==> src/rtl/control_sel_pkg.sv <==
// Shared pipeline-control types: sequencer states, stage indices and a
// helper that builds per-stage enable/flush vectors from named bits.
package control_sel_pkg;

  typedef enum logic [1:0] {RUN, DWAIT, DRAIN, HALTED} pipe_state_t;

  localparam int IFID = 0;
  localparam int IDEX = 1;
  localparam int EXME = 2;

  typedef struct packed {
    logic       pc_en;
    logic [2:0] en;
    logic [2:0] flush;
  } stage_ctl_t;

  function automatic logic [2:0] stage_mask(input logic ifid, input logic idex,
                                            input logic exme);
    logic [2:0] m;
    m       = 3'b000;
    m[IFID] = ifid;
    m[IDEX] = idex;
    m[EXME] = exme;
    return m;
  endfunction

endpackage

==> src/rtl/hazard_detect.sv <==
// Load-use comparator: a load in IDEX whose destination feeds an operand
// of the instruction in IFID. Writes to register 0 are never hazards.
module hazard_detect (
  input  logic       i_idex_memrd,
  input  logic [4:0] i_idex_wreg,
  input  logic [4:0] i_ifid_rs,
  input  logic [4:0] i_ifid_rt,
  input  logic       i_ifid_use_rt,
  output logic       o_ld_use
);

  logic w_rs_hit;
  logic w_rt_hit;

  assign w_rs_hit = (i_idex_wreg == i_ifid_rs);
  assign w_rt_hit = i_ifid_use_rt && (i_idex_wreg == i_ifid_rt);
  assign o_ld_use = i_idex_memrd && (i_idex_wreg != 5'd0) && (w_rs_hit || w_rt_hit);

endmodule

==> src/rtl/pipeline_ctrl.sv <==
// Stall/flush sequencer for the IFID/IDEX/EXME pipeline: hazard priority,
// data-memory wait, HALT drain with dcache flush handshake, stall statistics.
module pipeline_ctrl
  import control_sel_pkg::*;
#(
  parameter int STALL_W = 16
) (
  input  logic               CLK,
  input  logic               nRST,
  input  logic               ihit,
  input  logic               dhit,
  input  logic               exme_dren,
  input  logic               exme_dwen,
  input  logic               exme_redirect,
  input  logic               exme_halt,
  input  logic               idex_memrd,
  input  logic [4:0]         idex_wreg,
  input  logic [4:0]         ifid_rs,
  input  logic [4:0]         ifid_rt,
  input  logic               ifid_use_rt,
  input  logic               flush_done,
  input  logic               stat_clr,
  output logic               pc_en,
  output logic [2:0]         stage_en,
  output logic [2:0]         stage_flush,
  output logic               dflush_req,
  output logic               halted,
  output logic [STALL_W-1:0] stall_cnt
);

  pipe_state_t        r_state;
  pipe_state_t        w_next;
  logic               r_halted;
  logic [STALL_W-1:0] r_stall_cnt;
  logic               w_ld_use;
  logic               w_mem_wait;
  logic               w_count;
  stage_ctl_t         w_run;

  function automatic logic [STALL_W-1:0] sat_inc(input logic [STALL_W-1:0] v);
    return (&v) ? v : v + 1'b1;
  endfunction

  hazard_detect u_hazard (
    .i_idex_memrd (idex_memrd),
    .i_idex_wreg  (idex_wreg),
    .i_ifid_rs    (ifid_rs),
    .i_ifid_rt    (ifid_rt),
    .i_ifid_use_rt(ifid_use_rt),
    .o_ld_use     (w_ld_use)
  );

  assign w_mem_wait = (exme_dren || exme_dwen) && !dhit;

  // Lower-priority RUN rules, shared by RUN and the dhit cycle of DWAIT
  always_comb begin
    w_run.pc_en = 1'b1;
    w_run.en    = 3'b111;
    w_run.flush = 3'b000;
    if (exme_redirect) begin
      w_run.en    = stage_mask(1'b0, 1'b0, 1'b1);
      w_run.flush = stage_mask(1'b1, 1'b1, 1'b0);
    end else if (w_ld_use) begin
      w_run.pc_en = 1'b0;
      w_run.en    = stage_mask(1'b0, 1'b0, 1'b1);
      w_run.flush = stage_mask(1'b0, 1'b1, 1'b0);
    end else if (!ihit) begin
      w_run.pc_en = 1'b0;
      w_run.en    = stage_mask(1'b0, 1'b1, 1'b1);
      w_run.flush = stage_mask(1'b1, 1'b0, 1'b0);
    end
  end

  always_comb begin
    w_next      = r_state;
    pc_en       = 1'b0;
    stage_en    = 3'b000;
    stage_flush = 3'b000;
    dflush_req  = 1'b0;
    case (r_state)
      RUN: begin
        if (exme_halt) begin
          stage_en    = stage_mask(1'b0, 1'b0, 1'b1);
          stage_flush = stage_mask(1'b1, 1'b1, 1'b0);
          w_next      = DRAIN;
        end else if (w_mem_wait) begin
          w_next = DWAIT;
        end else begin
          {pc_en, stage_en, stage_flush} = w_run;
        end
      end
      DWAIT: begin
        if (dhit) begin
          {pc_en, stage_en, stage_flush} = w_run;
          w_next = RUN;
        end
      end
      DRAIN: begin
        stage_flush = stage_mask(1'b1, 1'b1, 1'b0);
        dflush_req  = 1'b1;
        if (flush_done) w_next = HALTED;
      end
      HALTED: begin
        stage_flush = 3'b111;
      end
      default: w_next = RUN;
    endcase
    if (!nRST) begin
      pc_en       = 1'b0;
      stage_en    = 3'b000;
      stage_flush = 3'b111;
      dflush_req  = 1'b0;
    end
  end

  assign w_count = ((r_state == RUN) || (r_state == DWAIT)) && !pc_en;

  always_ff @(posedge CLK) begin
    if (!nRST) begin
      r_state     <= RUN;
      r_halted    <= 1'b0;
      r_stall_cnt <= '0;
    end else begin
      r_state <= w_next;
      if ((r_state == DRAIN) && flush_done) r_halted <= 1'b1;
      if (stat_clr)     r_stall_cnt <= '0;
      else if (w_count) r_stall_cnt <= sat_inc(r_stall_cnt);
    end
  end

  assign halted    = r_halted;
  assign stall_cnt = r_stall_cnt;

endmodule

==> config.mk <==
export PLATFORM = sky130hd
export DESIGN_NAME = pipeline_ctrl
export DESIGN_NICKNAME = d
export VERILOG_FILES = /design/src/rtl/control_sel_pkg.sv /design/src/rtl/hazard_detect.sv /design/src/rtl/pipeline_ctrl.sv
export SDC_FILE = /design/constraint.sdc
export NUM_CORES = 1
export LEC_CHECK = 0
export CAP_MARGIN = 20
export CORE_ASPECT_RATIO = 0.7
export CORE_UTILIZATION = 44
export CTS_CLUSTER_DIAMETER = 150
export DETAILED_ROUTE_END_ITERATION = 10
export PLACE_DENSITY = 0.91
export REMOVE_ABC_BUFFERS = 1
export SLEW_MARGIN = 10
export SYNTH_ARGS = -nofsm -noshare
export SYNTH_HDL_FRONTEND = slang
export SYNTH_SLANG_ARGS = --single-unit
==> constraint.sdc <==
create_clock -name CLK -period 2.98 [get_ports CLK]
set_input_delay 0.596 -clock CLK [delete_from_list [all_inputs] [get_ports CLK]]
set_output_delay 0.596 -clock CLK [all_outputs]
set_load 0.05 [all_outputs]
Yosys cells after proc, flatten, opt, wreduce, memory -nomap -nowiden:

Index checks and enable logic that the tools add are counted.

* bits in registers: 19
* input bits: 27
* output and inout port bits: 25
* logic and storage cells: 58

* add/sub/neg operators: 1
* equality and inequality tests: 8
* multiplexer cells: 26
* bitwise operators: 2
* reductions and logical operators: 18

Operators with widths (number)
* 3-bit two-way mux: 8
* 16-bit by 1-bit adder with 16-bit output, second input constant: 1
* 16-bit AND reduction: 1
* 7-bit two-way mux: 2
* 3-bit case mux with 4 select lines: 1
* 5-bit equality test: 2
* 2-bit two-way mux: 4
* 1-bit two-way mux: 7
* 1-bit logical AND: 6
* 6-bit two-way mux: 1
* 2-bit case mux with 3 select lines: 1
* 3-bit case mux with 2 select lines: 1
* 5-bit nonzero test: 1
* 2-bit equality test, second input constant: 2
* 2-bit != test, second input constant: 2
* 4-bit AND reduction: 1
* 1-bit logical OR: 3
* 3-bit != test, second input constant: 1
* 3-bit nonzero test: 1
* 2-bit by 1-bit equality test with 1-bit output, second input constant: 1
* 1-bit zero test: 2
* 2-bit zero test: 1
* 1-bit inverter: 2
* 1-bit case mux with 2 select lines: 1
* 2 further kinds: 2

Longest topological paths before layout:

* word-level depth: 13
* gate-level depth with buffers: 10

Cells and area by module:

A second synthesis with hierarchy kept.

* cell total of the unflattened synthesis: 165
* area total of the unflattened synthesis: 1307.5 µm²

By module, submodules not included
* pipeline_ctrl: times used 1, cells each 148, area an instance 1174.9 µm², seq. area each 380.4 µm²
* hazard_detect: times used 1, cells each 17, area an instance 132.6 µm², seq. area each 0.0 µm²

Least setup slack after synthesis:

OpenSTA, ideal clock, no wires.

* path type: input port to output port
* start point: input idex_wreg[1]
* end point: output stage_en[0]
* arrival time: 3.053 ns
* slack: -0.669 ns
* stages: 5
* path buffers: 0
* cell sequence: or4_4 -> o21ai_0 -> nor2_1 -> nor3_1 -> and2_1

* longest elaborated chain between the ends: 10
* elaborated cells between the ends (all ways): 14
* classes of those cells: 2 x eq/ne; 7 x mux; 5 x reduce/logical

RTL lines
* start, declared: RTL line pipeline_ctrl.sv:17 `input logic [4:0] idex_wreg,`
* 5-bit equality test: RTL line hazard_detect.sv:16 `assign w_rt_hit = i_ifid_use_rt && (i_idex_wreg == i_ifid_rt);`
* 1-bit logical AND: RTL line hazard_detect.sv:16
* 1-bit logical OR: RTL line hazard_detect.sv:17 `assign o_ld_use = i_idex_memrd && (i_idex_wreg != 5'd0) && (w_rs_hit || w_rt_hit);`
* 1-bit logical AND (*): RTL line hazard_detect.sv:17
* 7-bit two-way mux (*): RTL line pipeline_ctrl.sv:63 `end else if (w_ld_use) begin`
* 6-bit two-way mux (*): RTL line pipeline_ctrl.sv:60 `if (exme_redirect) begin`
* 3-bit two-way mux: RTL line pipeline_ctrl.sv:86 `end else if (w_mem_wait) begin`
* 3-bit two-way mux: RTL line pipeline_ctrl.sv:82 `if (exme_halt) begin`
* 3-bit case mux with 2 select lines (*): RTL line pipeline_ctrl.sv:80 `case (r_state)`
* 3-bit two-way mux (*): RTL line pipeline_ctrl.sv:108 `if (!nRST) begin`
* end, declared: RTL line pipeline_ctrl.sv:24 `output logic [2:0] stage_en,`

Every way passes the cells marked *; elsewhere a longest branch is shown, timed or not.

Worst setup path in the final report:

* start point: input ifid_rt[4]
* end point: output stage_flush[0]

* longest elaborated chain between the ends: 10
* elaborated cells between the ends (all ways): 11
* classes of those cells: 1 x eq/ne; 7 x mux; 3 x reduce/logical

RTL lines
* start, declared: RTL line pipeline_ctrl.sv:19 `input logic [4:0] ifid_rt,`
* 5-bit equality test (*): RTL line hazard_detect.sv:16
* 1-bit logical AND (*): RTL line hazard_detect.sv:16
* 1-bit logical OR (*): RTL line hazard_detect.sv:17
* 1-bit logical AND (*): RTL line hazard_detect.sv:17
* 7-bit two-way mux (*): RTL line pipeline_ctrl.sv:63
* 6-bit two-way mux (*): RTL line pipeline_ctrl.sv:60
* 3-bit two-way mux: RTL line pipeline_ctrl.sv:86
* 3-bit two-way mux: RTL line pipeline_ctrl.sv:82
* 3-bit case mux with 4 select lines (*): RTL line pipeline_ctrl.sv:80
* 3-bit two-way mux (*): RTL line pipeline_ctrl.sv:108
* end, declared: RTL line pipeline_ctrl.sv:25 `output logic [2:0] stage_flush,`

Marks and branches as above.

==> metrics <==
result of the run completed; CTS Buf Count 3; GRT Util Overall 0.216; met3 usage 0.0495; fin crit period 2.84 ns; Leak Pwr 0.774 nW; switching share of power 0.444; Critical R2R Launch r_state[0]; Worst Hold Depth 2; largest net degree at the start of global routing 27; cell area after synthesis 0.00135 mm²; total power 1.19 mW; reg2reg end stall_cnt[15]; Reg clk slew, reported paths 0.06 ns; global routing's busiest layer met1; chip height 48.3 µm; I/O Buffers 51; endpoints failing setup 0; hpwl dp 2.70 mm; die area 0.00329 mm²; Post-synth EDFFs 0; io pins 52; routed vias 1421; drt pass-1 iters 4; row count 16; R2R Setup Slk 0.52 ns; share of layout cells above drive strength 1 0.135; Data required, critical path 2.38 ns; fmax 352 MHz; pre-CTS setup slack -0.146 ns; met2 global-route usage 0.320; CTS tree done; Avg Cell Area, Syn 8.22 µm²; Clock Sinks 19; n_diodes 0; CTS Hold Bufs 0; DRT antenna net count 0; critical path cell sequence clkdlybuf4s50_1 -> xor2_1 -> nor4_2 -> a32oi_2 -> nor2_2 -> o21ai_0 -> a21o_1 -> buf_12; final wirelength 3.50 mm; critical path class input pin to primary output; Crit path depth 8; Worst path slowest cell clkdlybuf4s50_1; initial drt markers 57; Final Max Tran Viols 0; Residual DRC 0; Hold WS 0.489 ns; pwr dens 585 mW/mm²; Worst Hold Path EP halted; gp weighted congestion 0.877; startpoint types input pin; Switch Pwr 0.529 mW; fin crit share 0.955; Synth async-reset ratio 0; Flop pwr share 0.252; CP bufs+invs 2; Post-Synthesis Cells 164; GR Layer Usage met1 0.322; vias in the first global route 1253; Crit path max-delay family buffers and inverters; first-pass GRT wire length 5.64 mm; Max VDD drop 0.000436 V; Worst-Margin Slew 0.518 ns; grt total ovfl 0; final net count 256; CTS max path bufs 2; top area cells in the synthesized netlist dfxtp_1 28%, xor2_1 7.1%, ha_1 4.6%; hold_sp halted; Core Util, Final 0.710; synth unique cells 45; CTS root buf clkbuf_8; crit-path max FO 3; slew margin rel. 0.655; Initial Utilization 0.471; H-tree depth 1; sequential share of the synthesized area 0.282; worst min-delay path category flop to flop; max-cap violations 0; CORE AREA 0.00286 mm²; crit-path max cell delay 0.41 ns; Post-CTS Setup Inserts 0; Die X 68.2 µm; Hold Violations, Final 0; vias per std cell 5.49; drt wl/cell 13.5 µm; synth-to-layout area growth 50.7%; Critical Path End Type primary output; Worst-Skew Late Latency 0.26 ns; R2R cell count 8; RSZ-0062 raised after global routing false; Data arrival, critical path 2.25 ns; Most used DFF post-synth dfxtp_1; post-synth top area cell dfxtp_1; post-synth top area share 0.282; Yosys reg bits 19; clock power share 0.151; Clock Skews 0.00725 ns; Logic pwr share 0.597; cell internal pwr 0.662 mW; Setup Total Neg Slack 0 ns; initial antenna violation count 0; Synthesis Warnings 0; final worst slack 0.135 ns
==> layout by cell type (no fill, tap or decap), drive strengths merged, types with 5 or more instances in the layout <==
cell type      instances
and2                   8
o21ai                 11
buf                   16
o211ai                 6
nor2                  11
ha                     5
clkdlybuf4s50         38
nand2                 13
a21oi                 12
inv                    7
xor2                  11
dfxtp                 19
or4                    8
o31ai                  5
or3                    6
==> cells in the mapped netlist, types with 2 or more instances <==
library cell / n
o31ai_1: 5
and4_1: 2
mux2i_1: 2
inv_1: 7
nand3_1: 3
and3_1: 2
xor2_1: 11
nand4_1: 4
o21ai_1: 4
and2_1: 8
dfxtp_1: 19
o21ai_0: 7
nand2b_1: 3
or3_1: 6
nor3_1: 4
ha_1: 5
a21oi_1: 12
or4_1: 7
nor2_1: 11
nand2_1: 13
o211ai_1: 5
==> flip-flops by register name, indices dropped and copies added (netlist names) <==
signal,cells
stall_cnt,16
r_state,2
halted,1
==> tightest hold or removal path: stages (launching register included) <==
cell	delay, ns
dfxtp_1	0.33
a21oi_1	0.04
nor2_1	0.08
==> layer usage <==
metal	up-vias	routed length [µm]	part of all wire
met4	0	0	0
met3	0	299	0.085
li1	730	-	-
met5	-	0	0
met2	44	1580	0.45
met1	647	1620	0.46
==> worst max-delay path by stage <==
stage | to | startpoint
floorplan | stage_en[0] | idex_wreg[1]
global placement | stage_flush[1] | idex_wreg[1]
detailed placement | stage_flush[1] | idex_wreg[2]
CTS | stage_flush[1] | idex_wreg[3]
global route | stage_flush[1] | ifid_rt[0]
finish | stage_flush[0] | ifid_rt[4]
==> layout make-up <==
class,instances,area (µm²)
timing repair buffer,59,618
fill,216,830
inverter,7,26.3
multi-input combinational,134,918
sequential,19,380
clock buffer,4,45.0
tap,36,45.0
==> metrics by stage <==
step / cells / instance area, µm²
floorplan: 160 / 1310
global placement: 255 / 1960
detailed placement: 255 / 1960
CTS: 259 / 2020
global route: 259 / 2030
finish: 259 / 2030
==> logic make-up after synthesis <==
logic type | count (synthesis) | synth area share
muxes | 2 | 0.0148
xor gates and xnor gates | 12 | 0.0779
buffers and inverters | 11 | 0.0510
DFF | 19 | 0.282
and+or+nand+nor | 68 | 0.283
AOI/OAI and AO/OA | 47 | 0.245
adders and majority gates | 5 | 0.0464
==> repair_timing <==
action	CTS	global route
endpoints found under the setup margin	5	5
gates resized for setup	6	4
endpoints found under the hold margin	0	0
pin swaps	1	3
==> power by group through the flow <==
stage | logic [mW] | registers, mW | clock network (mW)
finish | 0.711 | 0.301 | 0.179
global route | 0.765 | 0.304 | 0.193
CTS | 0.704 | 0.300 | 0.178
detailed placement | 0.698 | 0.306 | 0
global placement | 0.688 | 0.304 | 0
floorplan | 0.445 | 0.327 | 0
Power figures use the tool's default switching activity.
